## config.mk

```make
export PLATFORM = sky130hd
export DESIGN_NAME = cellrv32_board_sysctl_flat
export DESIGN_NICKNAME = d
export VERILOG_FILES = /design/src/rtl/cellrv32_board_sysctl_if.sv /design/src/rtl/cellrv32_board_sysctl.sv /design/src/flat_wrapper.sv
export SDC_FILE = /design/constraint.sdc
export NUM_CORES = 1
export LEC_CHECK = 0
export ABC_AREA = 1
export BUFFER_PORTS_ARGS = -buffer_cell sky130_fd_sc_hd__buf_2
export CAP_MARGIN = 20
export CORE_UTILIZATION = 40
export DETAILED_ROUTE_END_ITERATION = 6
export GPL_TIMING_DRIVEN = 0
export PLACE_DENSITY = 0.59
export SYNTH_ARGS = -nofsm -noshare
export SYNTH_HDL_FRONTEND = slang
export SYNTH_SLANG_ARGS = --single-unit
```

## constraint.sdc

```tcl
create_clock -name clk_i -period 3.4 [get_ports clk_i]
set_input_delay 0.17 -clock clk_i [delete_from_list [all_inputs] [get_ports clk_i]]
set_output_delay 0.17 -clock clk_i [all_outputs]
set_load 0.05 [all_outputs]
```

## src/rtl/cellrv32_board_sysctl_if.sv

```systemverilog
// Board-side signal bundle of the CELLRV32 system controller: raw buttons and
// core GPIO in, core reset, debounced buttons and LED drive out.
interface cellrv32_board_sysctl_if #(
   parameter int NUM_BTN = 4,
   parameter int NUM_LED = 18
);
   logic [NUM_BTN-1:0] btn_i;
   logic [NUM_LED-1:0] gpio_i;
   logic               sys_rstn_o;
   logic [NUM_BTN-1:0] btn_o;
   logic [NUM_BTN-1:0] btn_rise_o;
   logic [NUM_LED-1:0] led_o;

   modport master (
      output btn_i, gpio_i,
      input  sys_rstn_o, btn_o, btn_rise_o, led_o
   );

   modport slave (
      input  btn_i, gpio_i,
      output sys_rstn_o, btn_o, btn_rise_o, led_o
   );
endinterface

```

## src/rtl/cellrv32_board_sysctl.sv

```systemverilog
// Board-level system controller: stretched core reset, button debounce with
// press pulses, optional core-reset button and heartbeat/GPIO LED mux.
//
// state      | meaning
// -----------+-----------------------------------------------------------
// ST_RESET   | board reset just released, waiting for synchronised release
// ST_STRETCH | core held in reset for RST_STRETCH_CYCLES cycles
// ST_RUN     | core running, LEDs follow GPIO
// ST_HOLD    | reset button pressed, core held until the button is let go
module cellrv32_board_sysctl #(
   parameter int NUM_BTN            = 4,
   parameter int NUM_LED            = 18,
   parameter int BTN_ACTIVE_LOW     = 1,
   parameter int DEBOUNCE_CYCLES    = 500000,
   parameter int RST_STRETCH_CYCLES = 1024,
   parameter int HB_HALF_CYCLES     = 25000000,
   parameter int RST_BTN            = 0,
   parameter int LED_HB_EN          = 1
) (
   input logic                    clk_i,
   input logic                    rstn_i,
   cellrv32_board_sysctl_if.slave bus
);

   localparam int DB_W = (DEBOUNCE_CYCLES > 1) ? $clog2(DEBOUNCE_CYCLES) : 1;
   localparam int RS_W = (RST_STRETCH_CYCLES > 1) ? $clog2(RST_STRETCH_CYCLES) : 1;
   localparam int HB_W = (HB_HALF_CYCLES > 1) ? $clog2(HB_HALF_CYCLES) : 1;

   localparam logic [DB_W-1:0] DB_LAST = DB_W'(DEBOUNCE_CYCLES - 1);
   localparam logic [RS_W-1:0] RS_LAST = RS_W'(RST_STRETCH_CYCLES - 1);
   localparam logic [HB_W-1:0] HB_LAST = HB_W'(HB_HALF_CYCLES - 1);

   localparam bit RST_BTN_EN = (RST_BTN >= 0) && (RST_BTN < NUM_BTN);
   localparam int RST_IDX    = RST_BTN_EN ? RST_BTN : 0;

   // Synchroniser flops idle at the released level so reset does not look like a press.
   localparam logic [NUM_BTN-1:0] BTN_IDLE = (BTN_ACTIVE_LOW != 0) ? '1 : '0;

   typedef enum logic [1:0] {
      ST_RESET   = 2'd0,
      ST_STRETCH = 2'd1,
      ST_RUN     = 2'd2,
      ST_HOLD    = 2'd3
   } state_t;

   state_t             state;
   logic [RS_W-1:0]    rs_cnt;
   logic               sys_rstn_q;
   logic [1:0]         rst_sync;
   logic [NUM_BTN-1:0] btn_meta;
   logic [NUM_BTN-1:0] btn_sync;
   logic [NUM_BTN-1:0] btn_norm;
   logic [NUM_BTN-1:0] btn_q;
   logic [NUM_BTN-1:0] rise_q;
   logic [HB_W-1:0]    hb_cnt;
   logic               hb;
   logic [NUM_LED-1:0] led_next;
   logic [NUM_LED-1:0] led_q;

   // Board reset: asynchronous assert, two-flop synchronous release.
   always_ff @(posedge clk_i or negedge rstn_i) begin
      if (!rstn_i) rst_sync <= 2'b00;
      else         rst_sync <= {rst_sync[0], 1'b1};
   end

   // Two-flop synchroniser on the raw button pins.
   always_ff @(posedge clk_i or negedge rstn_i) begin
      if (!rstn_i) begin
         btn_meta <= BTN_IDLE;
         btn_sync <= BTN_IDLE;
      end else begin
         btn_meta <= bus.btn_i;
         btn_sync <= btn_meta;
      end
   end

   assign btn_norm = (BTN_ACTIVE_LOW != 0) ? ~btn_sync : btn_sync;

   for (genvar i = 0; i < NUM_BTN; i++) begin : g_db
      logic [DB_W-1:0] cnt;
      logic            lvl;
      logic            rise;

      // Accept a new level only after it has differed from the current one for DEBOUNCE_CYCLES cycles.
      always_ff @(posedge clk_i or negedge rstn_i) begin
         if (!rstn_i) begin
            cnt  <= '0;
            lvl  <= 1'b0;
            rise <= 1'b0;
         end else begin
            rise <= 1'b0;
            if (btn_norm[i] == lvl) begin
               cnt <= '0;
            end else if (cnt == DB_LAST) begin
               cnt  <= '0;
               lvl  <= btn_norm[i];
               rise <= btn_norm[i];
            end else begin
               cnt <= cnt + DB_W'(1);
            end
         end
      end

      assign btn_q[i]  = lvl;
      assign rise_q[i] = rise;
   end

   // Core reset sequencer; sys_rstn_q is set on the same edge the FSM enters RUN.
   always_ff @(posedge clk_i or negedge rstn_i) begin
      if (!rstn_i) begin
         state      <= ST_RESET;
         rs_cnt     <= '0;
         sys_rstn_q <= 1'b0;
      end else begin
         case (state)
            ST_RESET: begin
               if (rst_sync[1]) state <= ST_STRETCH;
            end
            ST_STRETCH: begin
               if (rs_cnt == RS_LAST) begin
                  rs_cnt     <= '0;
                  state      <= ST_RUN;
                  sys_rstn_q <= 1'b1;
               end else begin
                  rs_cnt <= rs_cnt + RS_W'(1);
               end
            end
            ST_RUN: begin
               if (RST_BTN_EN && rise_q[RST_IDX]) begin
                  state      <= ST_HOLD;
                  sys_rstn_q <= 1'b0;
               end
            end
            ST_HOLD: begin
               if (!btn_q[RST_IDX]) state <= ST_STRETCH;
            end
            default: begin
               state      <= ST_RESET;
               sys_rstn_q <= 1'b0;
            end
         endcase
      end
   end

   // Free-running heartbeat, untouched by button resets.
   always_ff @(posedge clk_i or negedge rstn_i) begin
      if (!rstn_i) begin
         hb_cnt <= '0;
         hb     <= 1'b0;
      end else if (hb_cnt == HB_LAST) begin
         hb_cnt <= '0;
         hb     <= ~hb;
      end else begin
         hb_cnt <= hb_cnt + HB_W'(1);
      end
   end

   // LED source: GPIO (optionally with heartbeat on the MSB) in RUN, heartbeat on bit 0 otherwise.
   always_comb begin
      led_next = '0;
      if (state == ST_RUN) begin
         led_next = bus.gpio_i;
         if (LED_HB_EN != 0) led_next[NUM_LED-1] = hb;
      end else begin
         led_next[0] = hb;
      end
   end

   // Registered LED drive.
   always_ff @(posedge clk_i or negedge rstn_i) begin
      if (!rstn_i) led_q <= '0;
      else         led_q <= led_next;
   end

   assign bus.sys_rstn_o = sys_rstn_q;
   assign bus.btn_o      = btn_q;
   assign bus.btn_rise_o = rise_q;
   assign bus.led_o      = led_q;

endmodule
```

## src/flat_wrapper.sv

```systemverilog
// flat-port wrapper written by rule: the top's interface ports become plain ports
module cellrv32_board_sysctl_flat 
#(
   parameter int NUM_BTN            = 4,
   parameter int NUM_LED            = 18,
   parameter int BTN_ACTIVE_LOW     = 1,
   parameter int DEBOUNCE_CYCLES    = 500000,
   parameter int RST_STRETCH_CYCLES = 1024,
   parameter int HB_HALF_CYCLES     = 25000000,
   parameter int RST_BTN            = 0,
   parameter int LED_HB_EN          = 1
)
  (clk_i, rstn_i, bus_btn_i, bus_gpio_i, bus_sys_rstn_o, bus_btn_o, bus_btn_rise_o, bus_led_o);
  cellrv32_board_sysctl_if #(.NUM_BTN(NUM_BTN), .NUM_LED(NUM_LED)) bus_i ();
  input logic clk_i;
  input logic rstn_i;
  input wire logic [$bits(bus_i.btn_i)-1:0] bus_btn_i;
  input wire logic [$bits(bus_i.gpio_i)-1:0] bus_gpio_i;
  output wire logic [$bits(bus_i.sys_rstn_o)-1:0] bus_sys_rstn_o;
  output wire logic [$bits(bus_i.btn_o)-1:0] bus_btn_o;
  output wire logic [$bits(bus_i.btn_rise_o)-1:0] bus_btn_rise_o;
  output wire logic [$bits(bus_i.led_o)-1:0] bus_led_o;
  assign bus_i.btn_i = bus_btn_i;
  assign bus_i.gpio_i = bus_gpio_i;
  assign bus_sys_rstn_o = bus_i.sys_rstn_o;
  assign bus_btn_o = bus_i.btn_o;
  assign bus_btn_rise_o = bus_i.btn_rise_o;
  assign bus_led_o = bus_i.led_o;
  cellrv32_board_sysctl #(.NUM_BTN(NUM_BTN), .NUM_LED(NUM_LED), .BTN_ACTIVE_LOW(BTN_ACTIVE_LOW), .DEBOUNCE_CYCLES(DEBOUNCE_CYCLES), .RST_STRETCH_CYCLES(RST_STRETCH_CYCLES), .HB_HALF_CYCLES(HB_HALF_CYCLES), .RST_BTN(RST_BTN), .LED_HB_EN(LED_HB_EN)) u_core (.clk_i(clk_i), .rstn_i(rstn_i), .bus(bus_i));
endmodule
```

==> flow_metrics.env, run 1 <==
export IMPL_hp_class="in2reg"
export IMPL_slew_headroom_pct=51.0
export IMPL_drv_slew=0
export IMPL_drive_gt1_share_pct=13.8
export IMPL_num_antenna_cells=0
export IMPL_cts_buffer_depth=2
export IMPL_ys_flop_type="dfrtp_1"
export IMPL_grt_usage_pct=17.9
export IMPL_antenna_found_initial=0
export IMPL_drtIter0Drc=337
export IMPL_critPathMaxStageDelay_ps=570
export IMPL_cp_required_ps=3750
export IMPL_power_mw=4.61
export IMPL_synth_most_common_cell="nand2_1"
export IMPL_setup_violations=0
export IMPL_synthArstFlopShare_pct=100
export IMPL_nFillCells=1934
export IMPL_grt_max_degree=78
export IMPL_leakage_nw=4.37
export IMPL_cts_buffers=17
export IMPL_clock_sinks=151
export IMPL_synth_edff_count=0
export IMPL_crit_type="reg2reg"
export IMPL_avgRoutedWirePerCell_um=11.9
export IMPL_fp_coreArea_mm2=0.0195
export IMPL_synth_seq_cells=151
export IMPL_cp_end_kind="flip-flop"
export IMPL_die_area_mm2=0.0206
export IMPL_rows=51
export IMPL_gp_congestion=0.886
export IMPL_postRouteWirelength_um=16800
export IMPL_crit_slowest_cell="clkbuf_1"
export IMPL_die_h_um=144
export IMPL_status="complete, but fails checks"
export IMPL_dpl_hpwl_um=12100
export IMPL_power_density_mw_per_mm2=488
export IMPL_num_io_pins=51
export IMPL_use_met2_pct=28.2
export IMPL_cts_root_buf="clkbuf_16"
export IMPL_cap_violations=0
export IMPL_yosysTopAreaCell="dfrtp_1"
export IMPL_insertion_delay_ps=420
export IMPL_synth_top_area_share_pct=44.6
export IMPL_critPathMostFrequentCell="inv_1"
export IMPL_first_global_vias=6116
export IMPL_worstPathMaxFanout=10
export IMPL_fin_crit_sh_pct=48.5
export IMPL_path_cells="inv_1 -> ha_1 -> clkbuf_1 -> nand2_1 -> inv_1"
export IMPL_arrival_ps=2000
export IMPL_grt_pass1_wl_um=29000
export IMPL_post_route_min_period_ps=1650
export IMPL_setup_worst_path_start_class="flip-flop"
export IMPL_rsz0062_at_grt="false"
export IMPL_ir_worst_vdd_uv=280
export IMPL_die_w_um=144
export IMPL_grt_busiest_layer="met2"
export IMPL_clk_pin_slew_worst_paths_ps=60
export IMPL_synth_net_count=1071
export IMPL_first_pass_iters=5
export IMPL_antenna_left=0
export IMPL_syn_inst=1037
export IMPL_fin_nets=1160
export IMPL_syn_area_mm2=0.00802
export IMPL_use_met3_pct=3.90
export IMPL_skew_ps=9.74
export IMPL_grtUsageMet1_pct=24.8
export IMPL_tightest_slew_ps=735
export IMPL_ys_top_cells_by_count="nand2_1 (235), nor2_1 (218), dfrtp_1 (143)"
export IMPL_numPortBuffers=49
export IMPL_vias=6566
export IMPL_synthToLayoutAreaGrowth_pct=17.7
export IMPL_fin_tns_setup_ps=0
export IMPL_fmax_ghz=0.606
export IMPL_syn_area_per_cell_um2=7.73
export IMPL_viasPerCell=4.68
export IMPL_synth_seq_area_share_pct=47.3
export IMPL_synth_cell_types=40
export IMPL_ys_warn_count=0
export IMPL_holdWs_ps=-10.4
export IMPL_gr_total_overflow=0
export IMPL_netlist_top_cells_area="dfrtp_1 (45%), nand2_1 (11%), nor2_1 (10%)"
export IMPL_post_cts_setup_buffers=0
export IMPL_htreeDepth=4
export IMPL_hold_violations=1
export IMPL_route_detailed_drc=0
export IMPL_start_util_pct=41.0
export IMPL_violations="negative hold slack"
export IMPL_tritoncts="yes"
-- registers in the layout (all words and copies together) (netlist names) --
| name | flops |
|---|---|
| u_core.g_db.cnt | 76 |
| u_core.bus.led_o | 18 |
| u_core.rst_sync | 2 |
| u_core.state | 2 |
| u_core.btn_meta | 4 |
| u_core.btn_sync | 4 |
| u_core.g_db.lvl | 4 |
| u_core.bus.sys_rstn_o | 1 |
| u_core.hb | 1 |
| u_core.hb_cnt | 25 |
| u_core.g_db.rise | 4 |
| u_core.rs_cnt | 10 |
-- timing repair --
| action | in CTS | in global routing |
|---|---|---|
| hold buffers | 20 | 0 |
| endpoints found under the hold margin | 89 | 0 |
| resized for setup | 0 | 0 |
-- report_power, final --
| part | switching, mW | internal, mW |
|---|---|---|
| Combinational | 0.492 | 0.191 |
| Sequential | 0.0865 | 1.92 |
| Clock | 0.766 | 1.15 |
-- through the flow --
step	setup WS (ps)	std cells	instance area [µm²]	hold slack, ps	util [%]
detailed placement	1680	1352	8630	248	44.2
global route	1570	1404	9430	1.07	48.3
CTS	1660	1404	9430	2.14	48.3
global placement	-163	1351	8590	276	44.0
floorplan	2010	1037	8020	-126	-
finish	1750	1404	9430	-10.4	48.3
-- per-layer routing --
layer / wire length, µm / up-vias
li1: - / 3412
met1: 8240 / 2986
met2: 7570 / 154
met3: 797 / 14
met4: 153 / 0
met5: 0 / -
-- cell families after synthesis --
| family | synth area share, % |
|---|---|
| AO/OA/AOI/OAI | 3.22 |
| flip-flops | 47.3 |
| XOR/XNOR | 5.43 |
| buffers and inverters | 7.26 |
| AND/OR/NAND/NOR | 35.2 |
| other | 0.0468 |
| adder cells (fa/ha/maj) | 1.56 |
-- area by class of cell --
| type | count | area, µm² | area share, % |
|---|---|---|---|
| plain buffers | 13 | 81.3 | 0.862 |
| clock buffers | 20 | 467 | 4.95 |
| clock inverters | 12 | 141 | 1.50 |
| inverters | 133 | 500 | 5.31 |
| multi-input cells | 740 | 3640 | 38.6 |
| flip-flops and latches | 151 | 3790 | 40.2 |
| well taps | 265 | 332 | 3.51 |
| repair buffers | 70 | 479 | 5.08 |
-- critical path, delay by kind of cell, from the launching register on --
| family | cells | cell delay, ps |
|---|---|---|
| buffers and inverters | 3 | 790 |
| adder cells (fa/ha/maj) | 1 | 180 |
| AND/OR/NAND/NOR | 1 | 180 |
| flip-flops | 1 | 420 |
-- placed cells by master, fill, tap and decap left out, types with 6 or more instances in the layout --
master,synthesis,routed
a21oi_1,19,19
buf_2,2,50
buf_4,8,8
clkbuf_16,0,17
dfrtp_1,143,143
dfstp_2,8,8
dlygate4sd3_1,0,20
ha_1,10,10
inv_1,126,126
inv_2,6,6
nand2_1,235,235
nand2_2,11,11
nand3_1,77,77
nand4_1,18,18
nor2_1,218,218
nor2_2,15,15
nor2_4,8,8
nor3_1,30,30
nor3b_1,6,6
o21ai_0,15,15
xnor2_1,14,14
xor2_1,32,32
-- path summary, 6_finish.rpt --
| path | slack [ps] | end | from | depth (start not counted) |
|---|---|---|---|---|
| max | 1750 | u_core.bus.led_o[8] | u_core.state[0] | 5 |
| min | -10 | u_core.bus.led_o[13] | bus_gpio_i[13] | 3 |
| max reg2reg | 1750 | u_core.bus.led_o[8] | u_core.state[0] | 5 |
| min reg2reg | 350 | u_core.rst_sync[1] | u_core.rst_sync[0] | 0 |
| max in group asynchronous | 2220 | u_core.btn_sync[3] | rstn_i | 3 |
| min in group asynchronous | 330 | u_core.bus.led_o[3] | rstn_i | 2 |
No activity file was read; power rests on OpenSTA's default activity.
==> run 2: changes to the inputs <==
==> constraint.sdc (replaced) <==
create_clock -name clk_i -period 1.65 [get_ports clk_i]
set_input_delay 0.0825 -clock clk_i [delete_from_list [all_inputs] [get_ports clk_i]]
set_output_delay 0.0825 -clock clk_i [all_outputs]
set_load 0.05 [all_outputs]
==> run 2 against run 1 <==
The run now ends clean. Clock power is 110% higher. Highest routed layer unchanged. Critical path depth up 1. Power rose by 110%. Largest power group unchanged. Register-to-register slack got worse by 1600 ps. Clock skew rose by 1.9 ps. Utilization grew 0.39 points. Worst setup slack got worse by 1600 ps. Combinational power grew 110%. Hold slack improved by 260 ps.
==> flow_metrics.env, run 2 (same netlist as run 1, synthesis figures left out) <==
export IMPL_status="finished, final reports clean"
export IMPL_viasPerCell=4.67
export IMPL_cts_root_buf="clkbuf_16"
export IMPL_grt_pass1_wl_um=29100
export IMPL_dpl_hpwl_um=12100
export IMPL_grt_max_degree=78
export IMPL_hold_violations=0
export IMPL_tightest_slew_ps=700
export IMPL_rows=51
export IMPL_gp_congestion=0.886
export IMPL_grt_usage_pct=17.9
export IMPL_gr_total_overflow=0
export IMPL_cp_required_ps=1970
export IMPL_setup_ws_ps=109
export IMPL_hp_class="in2async"
export IMPL_antenna_left=0
export IMPL_cp_end_kind="flip-flop"
export IMPL_post_route_min_period_ps=1540
export IMPL_insertion_delay_ps=420
export IMPL_cts_buffers=17
export IMPL_fmax_ghz=0.649
export IMPL_die_area_mm2=0.0206
export IMPL_start_util_pct=41.0
export IMPL_nFillCells=1926
export IMPL_dp_slack_ps=-68.7
export IMPL_power_density_mw_per_mm2=1000
export IMPL_crit_type="reg2reg"
export IMPL_cts_buffer_depth=2
export IMPL_num_antenna_cells=0
export IMPL_multi_input_area_mm2=0.00369
export IMPL_final_common_cell="nand2_1"
export IMPL_first_global_vias=6129
export IMPL_skew_ps=11.6
export IMPL_slew_headroom_pct=53.3
export IMPL_drive_gt1_share_pct=14.9
export IMPL_synthToLayoutAreaGrowth_pct=18.7
export IMPL_clk_pin_slew_worst_paths_ps=70
export IMPL_clock_sinks=151
export IMPL_first_pass_iters=5
export IMPL_arrival_ps=1860
export IMPL_die_w_um=144
export IMPL_seq_area_mm2=0.00379
export IMPL_holdWs_ps=245
export IMPL_drv_slew=0
export IMPL_num_io_pins=51
export IMPL_p_clk_share_pct=41.5
export IMPL_htreeDepth=4
export IMPL_tritoncts="yes"
export IMPL_internal_power_mw=6.73
export IMPL_antenna_found_initial=0
export IMPL_fin_crit_sh_pct=93.4
export IMPL_numPortBuffers=49
export IMPL_leakage_nw=4.39
export IMPL_avgRoutedWirePerCell_um=12.0
export IMPL_setup_worst_path_start_class="flip-flop"
export IMPL_fp_coreArea_mm2=0.0195
export IMPL_rsz0062_at_grt="false"
export IMPL_final_util_pct=48.7
export IMPL_combPwrFrac_pct=15.0
export IMPL_largest_register="u_core.g_db.cnt"
export IMPL_worstPathMaxFanout=9
export IMPL_postRouteWirelength_um=16800
export IMPL_setup_violations=0
export IMPL_route_detailed_drc=0
export IMPL_ir_worst_vdd_uv=606
export IMPL_die_h_um=144
export IMPL_largest_reg_flops=76
export IMPL_seqPwrFrac_pct=43.5
export IMPL_cap_violations=0
export IMPL_switchingPower_mw=2.78
export IMPL_switching_share_pct=29.2
export IMPL_fin_nets=1163
export IMPL_drtIter0Drc=339
export IMPL_layout_common_cells="nand2_1 (233), nor2_1 (214), dfrtp_1 (143), inv_1 (125), nand3_1 (77)"
export IMPL_vias=6575
[run 2: through the flow]
step	TNS [ps]	total power, mW	area [µm²]	instances
CTS	0	9.65	9460	1407
finish	0	9.51	9510	1407
floorplan	0	5.13	8020	1037
detailed placement	-120	5.61	8630	1352
global placement	-266690	5.57	8590	1351
global route	0	9.99	9510	1407
[run 2: worst paths after layout]
kind	from	endpoint	slack (ps)	depth (start not counted)
hold / removal	rstn_i	u_core.bus.led_o[3]	240	2
max in group asynchronous	rstn_i	u_core.btn_sync[3]	560	3
min in group clk_i	bus_btn_i[1]	u_core.btn_meta[1]	300	2
setup reg to reg	u_core.btn_sync[1]	u_core.g_db[1].cnt[15]	110	6
hold reg to reg	u_core.rst_sync[0]	u_core.rst_sync[1]	350	0
setup / recovery	u_core.btn_sync[1]	u_core.g_db[1].cnt[15]	110	6
[run 2: critical path, stage by stage, from the launching register on]
cell	delay, ps
dfstp_2	570
xor2_2	410
inv_1	140
nand2_4	160
inv_2	60
nand2_1	50
nor2_1	40
[run 2: cell type report]
class                           count  area share, %
Sequential cell                   151           39.8
Multi-Input combinational cell    740           38.8
Clock inverter                     12           1.49
Clock buffer                       20           4.91
Tap cell                          265           3.49
Inverter                          133           5.28
Timing Repair Buffer               73           5.33
Buffer                             13          0.881
[run 2: layer usage]
metal,part of all wire [%],global-route usage (%),vias to the layer above
li1,-,-,3425
met1,49,24.8,3015
met2,46,28.3,124
met3,4.3,3.90,11
met4,0.84,4.65,0
met5,0,0,-
[run 2: power groups by stage]
stage	sequential [mW]	combinational, mW	clock (mW)
floorplan	4.56	0.573	0
global placement	4.20	1.38	0
detailed placement	4.20	1.41	0
CTS	4.13	1.45	4.06
global route	4.17	1.61	4.20
finish	4.14	1.43	3.95
[run 2: repair_timing]
action,CTS,global route
hold endpoints to repair,91,0
hold buffers,22,0
setup buffers,1,0
cloned,0,0
setup endpoints to repair,5,37
gates resized for setup,2,14
